--- src/rtl/sequence_div.sv ---
// sequence_div: 8-bit by 4-bit unsigned restoring shift-subtract divider.
// One SHIFT/SUB state pair handles each quotient bit. An operation with a
// nonzero divisor reaches DONE 16 edges after the accepting edge. A zero
// divisor goes straight to DONE with a divide-by-zero result.
module sequence_div (
    input  logic       clk,
    input  logic       clear_n,
    input  logic       ready,
    input  logic [7:0] dividend,
    input  logic [3:0] divisor,
    output logic [7:0] quotient,
    output logic [3:0] remainder,
    output logic       busy,
    output logic       done,
    output logic       dbz
);

    typedef enum logic [1:0] {
        IDLE,
        SHIFT,
        SUB,
        DONE
    } state_t;

    state_t state_q, state_d;

    logic [4:0] r_q;
    logic [7:0] q_q;
    logic [3:0] m_q;
    logic [3:0] cnt_q;

    logic       start;
    logic       last_iter;
    logic       sub_ok;
    logic [4:0] r_diff;

    // A start request only counts while the divider is not busy.
    assign start     = ready && ((state_q == IDLE) || (state_q == DONE));
    assign last_iter = (cnt_q == 4'd7);
    assign sub_ok    = (r_q >= {1'b0, m_q});
    assign r_diff    = r_q - {1'b0, m_q};

    // State register
    always_ff @(posedge clk or negedge clear_n) begin
        if (!clear_n) begin
            state_q <= IDLE;
        end else begin
            state_q <= state_d;
        end
    end

    // Next-state decode
    always_comb begin
        state_d = state_q;
        case (state_q)
            IDLE, DONE: begin
                if (ready) begin
                    state_d = (divisor == 4'd0) ? DONE : SHIFT;
                end
            end
            SHIFT:   state_d = SUB;
            SUB:     state_d = last_iter ? DONE : SHIFT;
            default: state_d = IDLE;
        endcase
    end

    // Status outputs decoded from the registered state
    always_comb begin
        busy = 1'b0;
        done = 1'b0;
        case (state_q)
            SHIFT, SUB: busy = 1'b1;
            DONE:       done = 1'b1;
            default: begin
                busy = 1'b0;
                done = 1'b0;
            end
        endcase
    end

    // Datapath: operand load, shift/subtract iterations and result capture.
    // The result registers are written only when DONE is entered, so they
    // never show partial values while the divider is busy.
    always_ff @(posedge clk or negedge clear_n) begin
        if (!clear_n) begin
            r_q       <= '0;
            q_q       <= '0;
            m_q       <= '0;
            cnt_q     <= '0;
            quotient  <= '0;
            remainder <= '0;
            dbz       <= 1'b0;
        end else begin
            case (state_q)
                IDLE, DONE: begin
                    if (start) begin
                        if (divisor != 4'd0) begin
                            r_q   <= '0;
                            q_q   <= dividend;
                            m_q   <= divisor;
                            cnt_q <= '0;
                        end else begin
                            quotient  <= '1;
                            remainder <= '1;
                            dbz       <= 1'b1;
                        end
                    end
                end
                SHIFT: begin
                    r_q <= {r_q[3:0], q_q[7]};
                    q_q <= {q_q[6:0], 1'b0};
                end
                SUB: begin
                    if (sub_ok) begin
                        r_q <= r_diff;
                    end
                    q_q[0] <= sub_ok;
                    cnt_q  <= cnt_q + 4'd1;
                    // The final quotient bit is formed in this same cycle,
                    // so it is merged directly into the captured result.
                    if (last_iter) begin
                        quotient  <= {q_q[7:1], sub_ok};
                        remainder <= sub_ok ? r_diff[3:0] : r_q[3:0];
                        dbz       <= 1'b0;
                    end
                end
                default: begin
                    r_q <= r_q;
                end
            endcase
        end
    end

endmodule

--- config.mk ---
export PLATFORM = sky130hd
export DESIGN_NAME = sequence_div
export DESIGN_NICKNAME = d
export VERILOG_FILES = /design/src/rtl/sequence_div.sv
export SDC_FILE = /design/constraint.sdc
export NUM_CORES = 1
export LEC_CHECK = 0
export CAP_MARGIN = 20
export CORE_ASPECT_RATIO = 1.4
export CORE_MARGIN = 2
export CORE_UTILIZATION = 48
export CTS_CLUSTER_DIAMETER = 200
export DETAILED_ROUTE_END_ITERATION = 16
export PLACE_DENSITY = 0.84
export SETUP_SLACK_MARGIN = 0.5
export SLEW_MARGIN = 25
export SYNTH_ARGS = -nofsm -noshare
export SYNTH_HDL_FRONTEND = slang
export SYNTH_SLANG_ARGS = --single-unit
--- constraint.sdc ---
create_clock -name clk -period 2.1 [get_ports clk]
set_input_delay 0.42 -clock clk [delete_from_list [all_inputs] [get_ports clk]]
set_output_delay 0.42 -clock clk [all_outputs]
set_load 0.02 [all_outputs]
* Yosys cells after proc, flatten, opt, wreduce, memory -nomap -nowiden
Index checks and enable logic that the tools add are counted.
** Storage, ports and cells
- Register bits :: 36
- Input bits :: 15
- Logic and storage cells :: 67
** Operators by class
- $add $sub $neg :: 2
- $lt $le $gt $ge :: 1
- Eq/ne operators :: 10
- Muxes and demuxes :: 30
- Reduce and logical (&&, ||, !) cells :: 15
** Operator list (count)
- 8-bit 2-to-1 mux :: 5
- 4-bit 2-to-1 mux :: 6
- 4-bit one-hot mux with 2 select lines :: 2
- 8-bit one-hot mux with 2 select lines :: 1
- 5-bit 2-to-1 mux :: 3
- 5-bit one-hot mux with 3 select lines :: 1
- 7-bit one-hot mux with 2 select lines :: 1
- 2-bit inequality test (second input constant) :: 6
- 3-bit AND reduction :: 4
- 2-bit 2-to-1 mux :: 3
- 2-bit one-hot mux with 3 select lines :: 1
- 5-bit by 4-bit >= comparator with 1-bit output :: 1
- 1-bit 2-to-1 mux :: 5
- 5-bit by 4-bit subtractor with 5-bit output :: 1
- 4-bit by 1-bit adder with 4-bit output (second input constant) :: 1
- 2-bit equality test (second input constant) :: 2
- 4-bit by 3-bit equality test with 1-bit output (second input constant) :: 1
- 4-bit zero test :: 1
- 4-bit AND reduction :: 1
- 2-bit nonzero test :: 2
- 4-bit nonzero test :: 1
- 2-bit OR reduction :: 2
- 1-bit one-hot mux with 3 select lines :: 1
- 2-bit by 1-bit equality test with 1-bit output (second input constant) :: 1
- other kinds (5) :: 5

* Logic depth before layout (Yosys ltp)
Gate-level depths: netlist of run 1.
- Depth after elaboration :: 5
- Gate-level depth with buffers :: 9
- Gate-level depth less buffers :: 9

* Worst setup path before layout of run 1
OpenSTA, ideal clock, no wires.
- Kind :: flip-flop to flip-flop
- From :: reg r_q[3]
- To :: reg r_q[4]
- Setup time :: 124 ps
- Arrival :: 1874 ps
- Required time :: 1976 ps
- Path slack :: 102 ps
- Cell stages (with the launch flop) :: 7
- Buffers on the path :: 1
- Clock period less this slack :: 1998 ps
- Cells stage by stage :: dfrtp_1 > ha_1 > and4_4 > a2111oi_4 > buf_6 > a21oi_1 > a211o_1
** Between the ends
- Cells in the longest elaborated chain, start to end :: 3
- Elaborated cells between the ends (all ways) :: 6
** RTL lines
- from (decl) :: line 27 : logic [4:0] r_q;
- from (signal assigned) :: line 110 : r_q <= {r_q[3:0], q_q[7]};
- from (signal assigned) :: line 115 : r_q <= r_diff;
- from (signal assigned) :: line 128 : r_q <= r_q;
- 5-bit by 4-bit subtractor with 5-bit output or 5-bit by 4-bit >= comparator with 1-bit output (tied branches) :: line 41, 40
- 5-bit 2-to-1 mux or 2-bit inequality test (tied branches)
- 5-bit one-hot mux with 3 select lines or 3-bit AND reduction (tied branches)
Several ways; a longest one is shown, not always the timed one. The select of a mux whose other input is x is not followed.
A chain may end at the register's enable or synchronous reset.

* Worst setup path in the final report of run 1
- From :: reg m_q[2]
- To :: reg remainder[1]
** Between the ends
- Cells in the longest elaborated chain, start to end :: 4
** RTL lines
- from (decl) :: line 29 : logic [3:0] m_q;
- from (signal assigned) :: line 100 : m_q <= divisor;
- 5-bit by 4-bit >= comparator with 1-bit output :: line 40 : assign sub_ok = (r_q >= {1'b0, m_q});
- 4-bit 2-to-1 mux :: line 123 : remainder <= sub_ok ? r_diff[3:0] : r_q[3:0];
- 4-bit 2-to-1 mux :: line 121 : if (last_iter) begin
- 4-bit one-hot mux with 2 select lines :: line 94 : case (state_q)
- to (signal assigned) :: line 123
- to (decl) :: line 12 : output logic [3:0] remainder,
No other way between the ends. The select of a mux whose other input is x is not followed.

==> results of run 1 <==
-- tightest hold or removal path, cell delays in order --
cell and delay (ns):
buf_6 0.07, buf_4 0.09, nand2_1 0.03, o21ai_0 0.06
-- area by class of cell --
class                      count  area, sq um  share of cell area
clock buffer                   5         68.8              0.0214
clock inverter                 3         90.1              0.0280
inverter                      11         46.3              0.0144
multi-input combinational    139         1270               0.396
sequential                    36          903               0.281
tap                           43         53.8              0.0167
timing repair buffer          79          779               0.242
-- placed cells by master, fill, tap and decap left out, types with 7 or more instances in the layout --
cell / Yosys / routed
clkdlybuf4s50_1: 0 / 9
dlygate4sd2_1: 0 / 14
nor2_4: 0 / 8
buf_6: 2 / 17
a21oi_1: 17 / 7
a21oi_2: 2 / 11
mux2i_1: 14 / 14
buf_4: 0 / 31
nand2_1: 22 / 17
dfrtp_1: 36 / 34
-- per-stage QoR --
step	hold WS [ns]	util	area (sq um)	worst slack, ns	total power, W
finish	0.426	0.821	3220	0.0354	0.00656
global route	0.445	0.821	3220	-0.00478	0.00681
CTS	0.453	0.746	2920	0.142	0.00542
detailed placement	0.473	0.638	2500	-0.0846	0.00403
global placement	0.466	0.638	2500	-0.0314	0.00397
floorplan	0.124	-	2020	0.182	0.00312
-- routing by layer --
layer / GRT usage / share of wire / up-vias / wire length (microns)
li1: - / - / 839 / -
met1: 0.284 / 0.37 / 935 / 2590
met5: 0 / 0 / - / 0
met4: 0.0837 / 0.038 / 0 / 264
met2: 0.456 / 0.55 / 75 / 3770
met3: 0.0454 / 0.041 / 23 / 284
-- cell families (layout without fill, tap and decap cells) --
family          Yosys count  count (layout)  synth area share
flops                    36              36             0.459
xor+xnor                  3               3            0.0134
buf+inv                  17              98            0.0434
mux                      18              18            0.0944
compound gates           52              52             0.193
simple gates             56              56             0.128
fa+ha+maj                10              10            0.0676
-- path summary, 6_finish.rpt --
| path | end | slack [ns] |
|---|---|---|
| worst min-delay path | m_q[1] | 0.43 |
| worst max-delay path | remainder[1] | 0.04 |
| worst min register to register | dbz | 0.49 |
| worst max register to register | remainder[1] | 0.04 |
| max in group asynchronous | cnt_q[0] | 1.19 |
| min in group asynchronous | q_q[0] | 0.54 |
-- sequential cells by signal, summed over array words and instances, names as in the netlist --
name / count
remainder: 4
q_q: 8
state_q: 2
r_q: 5
quotient: 8
dbz: 1
m_q: 4
cnt_q: 4
-- power by group through the flow --
stage	Sequential (W)	Combinational [W]	Clock [W]
floorplan	0.00135	0.00177	0
global placement	0.00123	0.00274	0
detailed placement	0.00124	0.00280	0
CTS	0.00123	0.00333	0.000861
global route	0.00133	0.00458	0.000899
finish	0.00131	0.00437	0.000875
-- timing repair --
action,4_1_cts,5_1_grt
setup buffers,18,9
setup endpoints to repair,47,30
cloned,1,1
pin swaps,18,19
resized for setup,67,55
==> results.cfg, run 1 <==
[synthesis]
synth_top_flop_cell = dfrtp_1
synth-edff-count = 0
synth_commonest_cells = dfrtp_1, nand2_1, nor2_1, a21oi_1, mux2i_1
syn_area_sq_um = 1960
synth_seq_area_share = 0.459
synth_nets = 217
synthDistinctLibCells = 46
syn_area_per_cell_sq_um = 10.2
yosysMostFrequentCell = dfrtp_1
ys_ff_latch = 36
yosysWarnings = 0
synthTopCellsByArea = dfrtp_1, mux2i_1, ha_1
ys_async_sr_fraction = 1.00
yosys.area.top_type = dfrtp_1
synth_cells = 192
yosysTopAreaCellShare = 0.459

[critical_path]
critPathLaunch = m_q[2]
endpoint_kind = flop
path_class = flop to flop
cp-start-kind = flop
crit_slowest_cell = a2111oi_4
max_stage_delay_ns = 0.40
r2r-start = m_q[2]
arrival_ns = 2.24
required_ns = 2.27
cpMostUsedCell = buf_6
reg2reg_depth = 8
crit_chain = inv_2, ha_4, buf_6, and4_4, a2111oi_4, buf_6, mux2i_1, a21oi_1
cp.depth = 8
cpLargestDelayFamily = compound AO/OA/AOI/OAI gates
path_buf_inv = 3
crit_fanout = 5

[clock_tree]
cts_made_buffers = 5
clk_latency_ns = 0.31
clkTransAtPathRegs_ns = 0.08
h-tree-depth = 2
cts_root_buffer = clkbuf_8
clk_path_buf_depth = 2
tritoncts = yes
clkSinkCount = 36
holdBufCountCts = 0

[cells_and_area]
fill_cells = 190
finalNetCount = 297
drive_gt1_frac = 0.476
fin_cells = 316
diodes = 0
area_delta_synth_final_pct = 64.1

[placement]
dp_hpwl_mm = 3.25
dpl.cell_count = 279
place.gp.congestion = 0.785
portBuffers = 29

[floorplan]
fp.dieArea_sq_um = 4620
row_count = 27
initial_utilization = 0.500
core_sq_um = 3920
die_x_microns = 58.0
die_y_microns = 79.6
io_pins = 30

[routing]
drt-vias-per-instance = 5.92
drtAntennaViolNets = 0
firstDrtPassIters = 4
post-route-drc-count = 0
vias = 1872
wl_mm = 6.90
drt_iter0_markers = 63
wire_per_inst_microns = 21.8

[global_route]
grt_pass1_vias = 1801
track_usage = 0.249
grt-ovfl-total = 0
antenna_found_initial = 0
grt_max_degree = 37
grt_first_pass_wirelength_mm = 8.67

[status]
outcome = complete, no violations

[sta]
relSlewSlack = 0.660
finalSetupViolCount = 0
fin_skew_ns = 0.0150
period_needed_ns = 2.06
tns_ns = 0
worstMarginPinSlew_ns = 0.510
grt_setup_unrepaired = true
hold_violations = 0
drv_slew = 0
fin_crit_sh = 0.983
fmax_ghz = 0.484

[pwr]
p_seq_frac = 0.199
combPwrFrac = 0.667
max-vdd-ir-drop_v = 0.00191
leakagePower_nw = 1.41
power_density_nw_per_um2 = 2040
power_frac_clock = 0.134
p_sw_w = 0.00276
internal_power_w = 0.00380
swShare = 0.420

[min_path]
hold_start = divisor[1]
min_path_cells = 4
min_path_type = input port to flop

[run]
drv_cap = 0
(Power assumes the default switching activity.)
==> run 2: changes to the inputs <==
Settings changed: CAP_MARGIN 20 to default, REMOVE_ABC_BUFFERS from default to 1.
==> run 2 against run 1 <==
  * Sequential cell count stayed put
  * Critical path depth up 1
  * Core utilization shrank 4.2 points
==> results.cfg, run 2 (synthesis results as in run 1) <==
[sta]
fin_skew_ns = 0.00385
fin_crit_sh = 0.959
fmax_ghz = 0.497
grt_setup_unrepaired = true
worstMarginPinSlew_ns = 0.467
period_needed_ns = 2.01
drv_slew = 0
hold_violations = 0
finalSetupViolCount = 0
relSlewSlack = 0.689

[critical_path]
r2r_slack_ns = 0.09
crit_slowest_cell = dfrtp_1
r2r-end = r_q[4]
arrival_ns = 2.25
cpLargestDelayFamily = compound AO/OA/AOI/OAI gates
max_stage_delay_ns = 0.40
path_buf_inv = 2
crit_fanout = 2
crit_chain = inv_2, ha_4, inv_2, fa_2, a21o_1, a21o_1, or2_4, a211oi_2, a211o_1
path_class = flop to flop
r2r-start = r_q[0]
cp-start-kind = flop
endpoint_kind = flop
required_ns = 2.33
reg2reg_depth = 9

[global_route]
grt-ovfl-total = 0
grt_pass1_vias = 1854
antenna_found_initial = 0
grt_first_pass_wirelength_mm = 8.87
grt_max_degree = 37
track_usage = 0.255

[cells_and_area]
final-seq-area_sq_um = 901
final_area_sq_um = 3050
fill_cells = 217
multi_input_area_sq_um = 1220
finalNetCount = 299
area_delta_synth_final_pct = 55.6
top_regs = q_q: 8 flops, quotient: 8 flops, r_q: 5 flops
drive_gt1_frac = 0.416
fin_cells = 317
final_cell_mix = dfrtp_1, buf_4, nand2_1
diodes = 0

[floorplan]
die_x_microns = 58.0
initial_utilization = 0.500
io_pins = 30
fp.dieArea_sq_um = 4620
row_count = 27
die_y_microns = 79.6
core_sq_um = 3920

[routing]
wire_per_inst_microns = 18.5
drt_iter0_markers = 80
drt-vias-per-instance = 5.78
vias = 1833
post-route-drc-count = 0
drtAntennaViolNets = 0
wl_mm = 5.88
firstDrtPassIters = 4

[min_path]
min_path_cells = 2
hold_start = dbz
min_path_type = flop to flop
min_to = dbz

[pwr]
max-vdd-ir-drop_v = 0.00169
power_density_nw_per_um2 = 1990
leakagePower_nw = 1.39

[clock_tree]
clkSinkCount = 36
holdBufCountCts = 0
tritoncts = yes
clk_latency_ns = 0.29
h-tree-depth = 2
clk_path_buf_depth = 2
clkTransAtPathRegs_ns = 0.07
cts_root_buffer = clkbuf_8
cts_made_buffers = 5

[placement]
place.gp.congestion = 0.846
dp_hpwl_mm = 3.39
dpl.cell_count = 282
portBuffers = 29
place_area_sq_um = 2470

[status]
outcome = complete, no violations

[run]
drv_cap = 0
## run 2: cell types whose count changed in the layout (fill, tap and decap cells not counted), moves of 3 or more
| cell | delta |
|---|---|
| a21oi_1 | +8 |
| nor2_1 | +10 |
| bufinv_16 | -3 |
| buf_6 | -4 |
| nor2_4 | -7 |
| a21oi_2 | -9 |
| nor2_2 | -3 |
| buf_4 | +5 |
## run 2: repair_timing
action | 4_1_cts | 5_1_grt
setup buffers | 15 | 10
resized for setup | 69 | 38
pin swaps | 21 | 19
endpoints found under the hold margin | 0 | 0
endpoints found under the setup margin | 50 | 29
cloned | 3 | 0
## run 2: worst max-delay path by stage
| stage | cells past startpoint | startpoint | endpoint | slack [ns] |
|---|---|---|---|---|
| 6_report | 9 | r_q[0] | r_q[4] | 0.09 |
| 5_1_grt | 9 | r_q[0] | r_q[4] | 0.03 |
| 4_1_cts | 9 | r_q[0] | r_q[4] | 0.12 |
| 3_5_place_dp | 7 | divisor[1] | remainder[3] | -0.10 |
| 3_3_place_gp | 7 | divisor[1] | remainder[3] | -0.06 |
| 2_1_floorplan | 5 | r_q[3] | r_q[0] | -0.12 |
## run 2: power by group
| part | total [W] | internal (W) | switching (W) |
|---|---|---|---|
| registers | 0.00125 | 0.00101 | 0.000241 |
| clock network | 0.000468 | 0.000226 | 0.000243 |
| logic | 0.00434 | 0.00232 | 0.00202 |
| total | 0.00606 | 0.00355 | 0.00251 |
## run 2: final cells by class
cell class | count | share of cell area
sequential | 36 | 0.295
tap | 43 | 0.0176
clock buffer | 6 | 0.0238
multi-input combinational | 139 | 0.399
clock inverter | 1 | 0.00164
timing repair buffer | 81 | 0.248
inverter | 11 | 0.0144
## run 2: through the flow
step | utilization | setup TNS (ns) | hold WS (ns) | power [W] | setup WS [ns]
6_report | 0.779 | 0 | 0.483 | 0.00606 | 0.0871
5_1_grt | 0.779 | 0 | 0.514 | 0.00636 | 0.0265
4_1_cts | 0.739 | 0 | 0.489 | 0.00548 | 0.119
3_5_place_dp | 0.629 | -1.21 | 0.475 | 0.00400 | -0.103
3_3_place_gp | 0.629 | -0.335 | 0.471 | 0.00391 | -0.0589
2_1_floorplan | - | -0.741 | 0.124 | 0.00286 | -0.122
## run 2: tightest hold or removal path, delay by kind of cell (launching register included)
| kind | cells | cell delay [ns] |
|---|---|---|
| DFF | 1 | 0.35 |
| and+or+nand+nor | 2 | 0.11 |
## run 2: per-layer routing
metal | part of all wire | routed length, microns | global-route usage
met1 | 0.38 | 2260 | 0.297
met2 | 0.55 | 3230 | 0.460
met3 | 0.047 | 279 | 0.0454
met4 | 0.018 | 106 | 0.0907
met5 | 0 | 0 | 0
==> run 3: changes to the inputs <==
Settings changed: ABC_AREA from default to 1.
==> run 3 against run 2 <==
  * Design area shrank 8.2%
  * Sequential share of layout area up 2.7 points
  * Register-to-register slack gained 0.29 ns
  * Highest routed layer unchanged
  * Setup slack improved by 0.29 ns
  * Sequential power barely moved
  * Critical path type unchanged
  * Routed wire length is 3.4% lower
  * Fmax grew 17%
  * Global-route usage down 3.1 points
  * Synthesized cell count increased by 32%
  * Sequential cell count is the same
  * Largest cell class unchanged
==> results.cfg, run 3 <==
[routing]
drt-vias-per-instance = 5.73
wl_mm = 5.68
post-route-drc-count = 0
drt_iter0_markers = 64
wire_per_inst_microns = 16.3
drtAntennaViolNets = 0
firstDrtPassIters = 4
vias = 1999

[cells_and_area]
multi_input_area_sq_um = 1160
finalNetCount = 330
fill_cells = 298
final_cell_mix = nand2_1, dfrtp_1, nand3_1
final_common_cell = nand2_1
fin_cells = 349
area_delta_synth_final_pct = 38.9
drive_gt1_frac = 0.288
final-seq-area_sq_um = 903
diodes = 0
top_regs = q_q: 8 flops, quotient: 8 flops, r_q: 5 flops

[clock_tree]
clk_path_buf_depth = 2
h-tree-depth = 2
clkTransAtPathRegs_ns = 0.08
cts_root_buffer = clkbuf_8
tritoncts = yes
clk_latency_ns = 0.30
cts_made_buffers = 5
clkSinkCount = 36

[global_route]
grt_max_degree = 37
grt_pass1_vias = 1802
grt-ovfl-total = 0
track_usage = 0.225
antenna_found_initial = 0
grt_first_pass_wirelength_mm = 7.82

[placement]
portBuffers = 29
dpl.cell_count = 326
dp_hpwl_mm = 3.22
place.gp.congestion = 0.854

[sta]
period_needed_ns = 1.72
worstMarginPinSlew_ns = 0.461
relSlewSlack = 0.693
hold_violations = 0
grt_setup_unrepaired = true
finalSetupViolCount = 0
fin_crit_sh = 0.821
fin_skew_ns = 0.00532
fmax_ghz = 0.580
drv_slew = 0
tns_ns = 0

[critical_path]
crit_fanout = 6
reg2reg_depth = 7
cp-start-kind = flop
r2r_slack_ns = 0.38
cpMostUsedCell = nand2_1
r2r-end = quotient[0]
critPathLaunch = state_q[1]
endpoint_kind = flop
cpLargestDelayFamily = simple AND/OR/NAND/NOR gates
crit_chain = ha_4, nand4_1, nand2_2, nand2_4, buf_6, nand2_1, nand2_1
arrival_ns = 1.92
r2r-start = state_q[1]
max_stage_delay_ns = 0.44
path_buf_inv = 1
crit_slowest_cell = dfrtp_1
path_class = flop to flop
cp.depth = 7
required_ns = 2.29

[min_path]
min_to = remainder[1]
min_path_type = flop to flop
min_path_cells = 2
hold_start = remainder[1]

[pwr]
power_density_nw_per_um2 = 1790
power_frac_clock = 0.099
swShare = 0.481
combPwrFrac = 0.654
leakagePower_nw = 1.35
internal_power_w = 0.00261
p_seq_frac = 0.247
p_sw_w = 0.00242
max-vdd-ir-drop_v = 0.00122

[synthesis]
syn_area_per_cell_sq_um = 7.95
synthDistinctLibCells = 29
synthTopCellsByArea = dfrtp_1, nand2_1, nand3_1
synth_top_flop_cell = dfrtp_1
synth_commonest_cells = nand2_1, dfrtp_1, inv_1, nand3_1, nor2_1
yosysTopAreaCellShare = 0.446
yosysMostFrequentCell = nand2_1
yosysWarnings = 0
ys_ff_latch = 36
synth-edff-count = 0
ys_async_sr_fraction = 1.00
syn_area_sq_um = 2020
yosys.area.top_type = dfrtp_1
synth_cells = 254
synth_seq_area_share = 0.446

[floorplan]
core_sq_um = 3990
die_x_microns = 58.8
die_y_microns = 80.7
row_count = 27
fp.dieArea_sq_um = 4750
initial_utilization = 0.506
io_pins = 30

[run]
drv_cap = 0

[status]
outcome = complete, no violations
==> run 3: changes by cell type after synthesis, moves of 6 or more <==
cell	before	now
nand2_1	22	65
inv_1	11	26
o21ai_1	0	14
nand4_1	0	6
nand3_1	3	26
mux2i_1	14	0
==> run 3: repair_timing <==
action	in CTS	in global routing
hold buffers	0	0
gates cloned	1	0
pin swaps	2	13
buffers inserted	2	12
resized for setup	40	47
endpoints found under the setup margin	42	30
==> run 3: metal layers <==
metal / routed length, microns / vias to the layer above / track usage
met5: 0 / - / 0
met4: 197 / 0 / 0.120
met3: 246 / 18 / 0.0451
met2: 3090 / 77 / 0.388
met1: 2140 / 975 / 0.255
li1: - / 929 / -
==> run 3: metrics by stage <==
step	power [W]	utilization	hold slack (ns)	cell area, sq um	setup slack, ns
2_1_floorplan	0.00285	-	0.124	1980	0.198
3_3_place_gp	0.00357	0.596	0.458	2380	0.224
3_5_place_dp	0.00366	0.596	0.469	2380	0.217
4_1_cts	0.00431	0.637	0.482	2540	0.461
5_1_grt	0.00535	0.703	0.491	2800	0.349
6_report	0.00503	0.703	0.478	2800	0.375
==> run 3: worst register-to-register path: stages, from the launching register on <==
cell     delay, ns
dfrtp_1       0.44
ha_4          0.32
nand4_1       0.26
nand2_2       0.20
nand2_4       0.11
buf_6         0.15
nand2_1       0.07
nand2_1       0.07
==> run 3: worst max path at each step <==
stage / slack (ns) / to
final: 0.38 / quotient[0]
after global routing: 0.35 / remainder[0]
after CTS: 0.46 / busy
after detailed placement: 0.22 / busy
after global placement: 0.22 / q_q[6]
after floorplan: 0.20 / remainder[3]
==> run 3: cell families (layout without fill, tap and decap cells) <==
family,after synthesis,after routing,share of synthesized area
simple gates,128,128,0.297
fa+ha+maj,10,10,0.0657
xor+xnor,2,2,0.00868
mux,2,2,0.0112
buf+inv,39,91,0.0781
flops,36,36,0.446
compound gates,37,37,0.0930
==> run 3: final cells by class <==
class / count / share of cell area
multi-input combinational: 179 / 0.414
inverter: 32 / 0.0487
sequential: 36 / 0.322
tap: 43 / 0.0192
clock inverter: 3 / 0.00670
timing repair buffer: 51 / 0.164
clock buffer: 5 / 0.0246
==> run 3: power groups by stage <==
stage,Combinational [W],Sequential (W),Clock [W]
after global routing,0.00355,0.00128,0.000527
after floorplan,0.00152,0.00133,0
after detailed placement,0.00247,0.00120,0
after global placement,0.00239,0.00119,0
final,0.00329,0.00124,0.000496
after CTS,0.00261,0.00120,0.000502
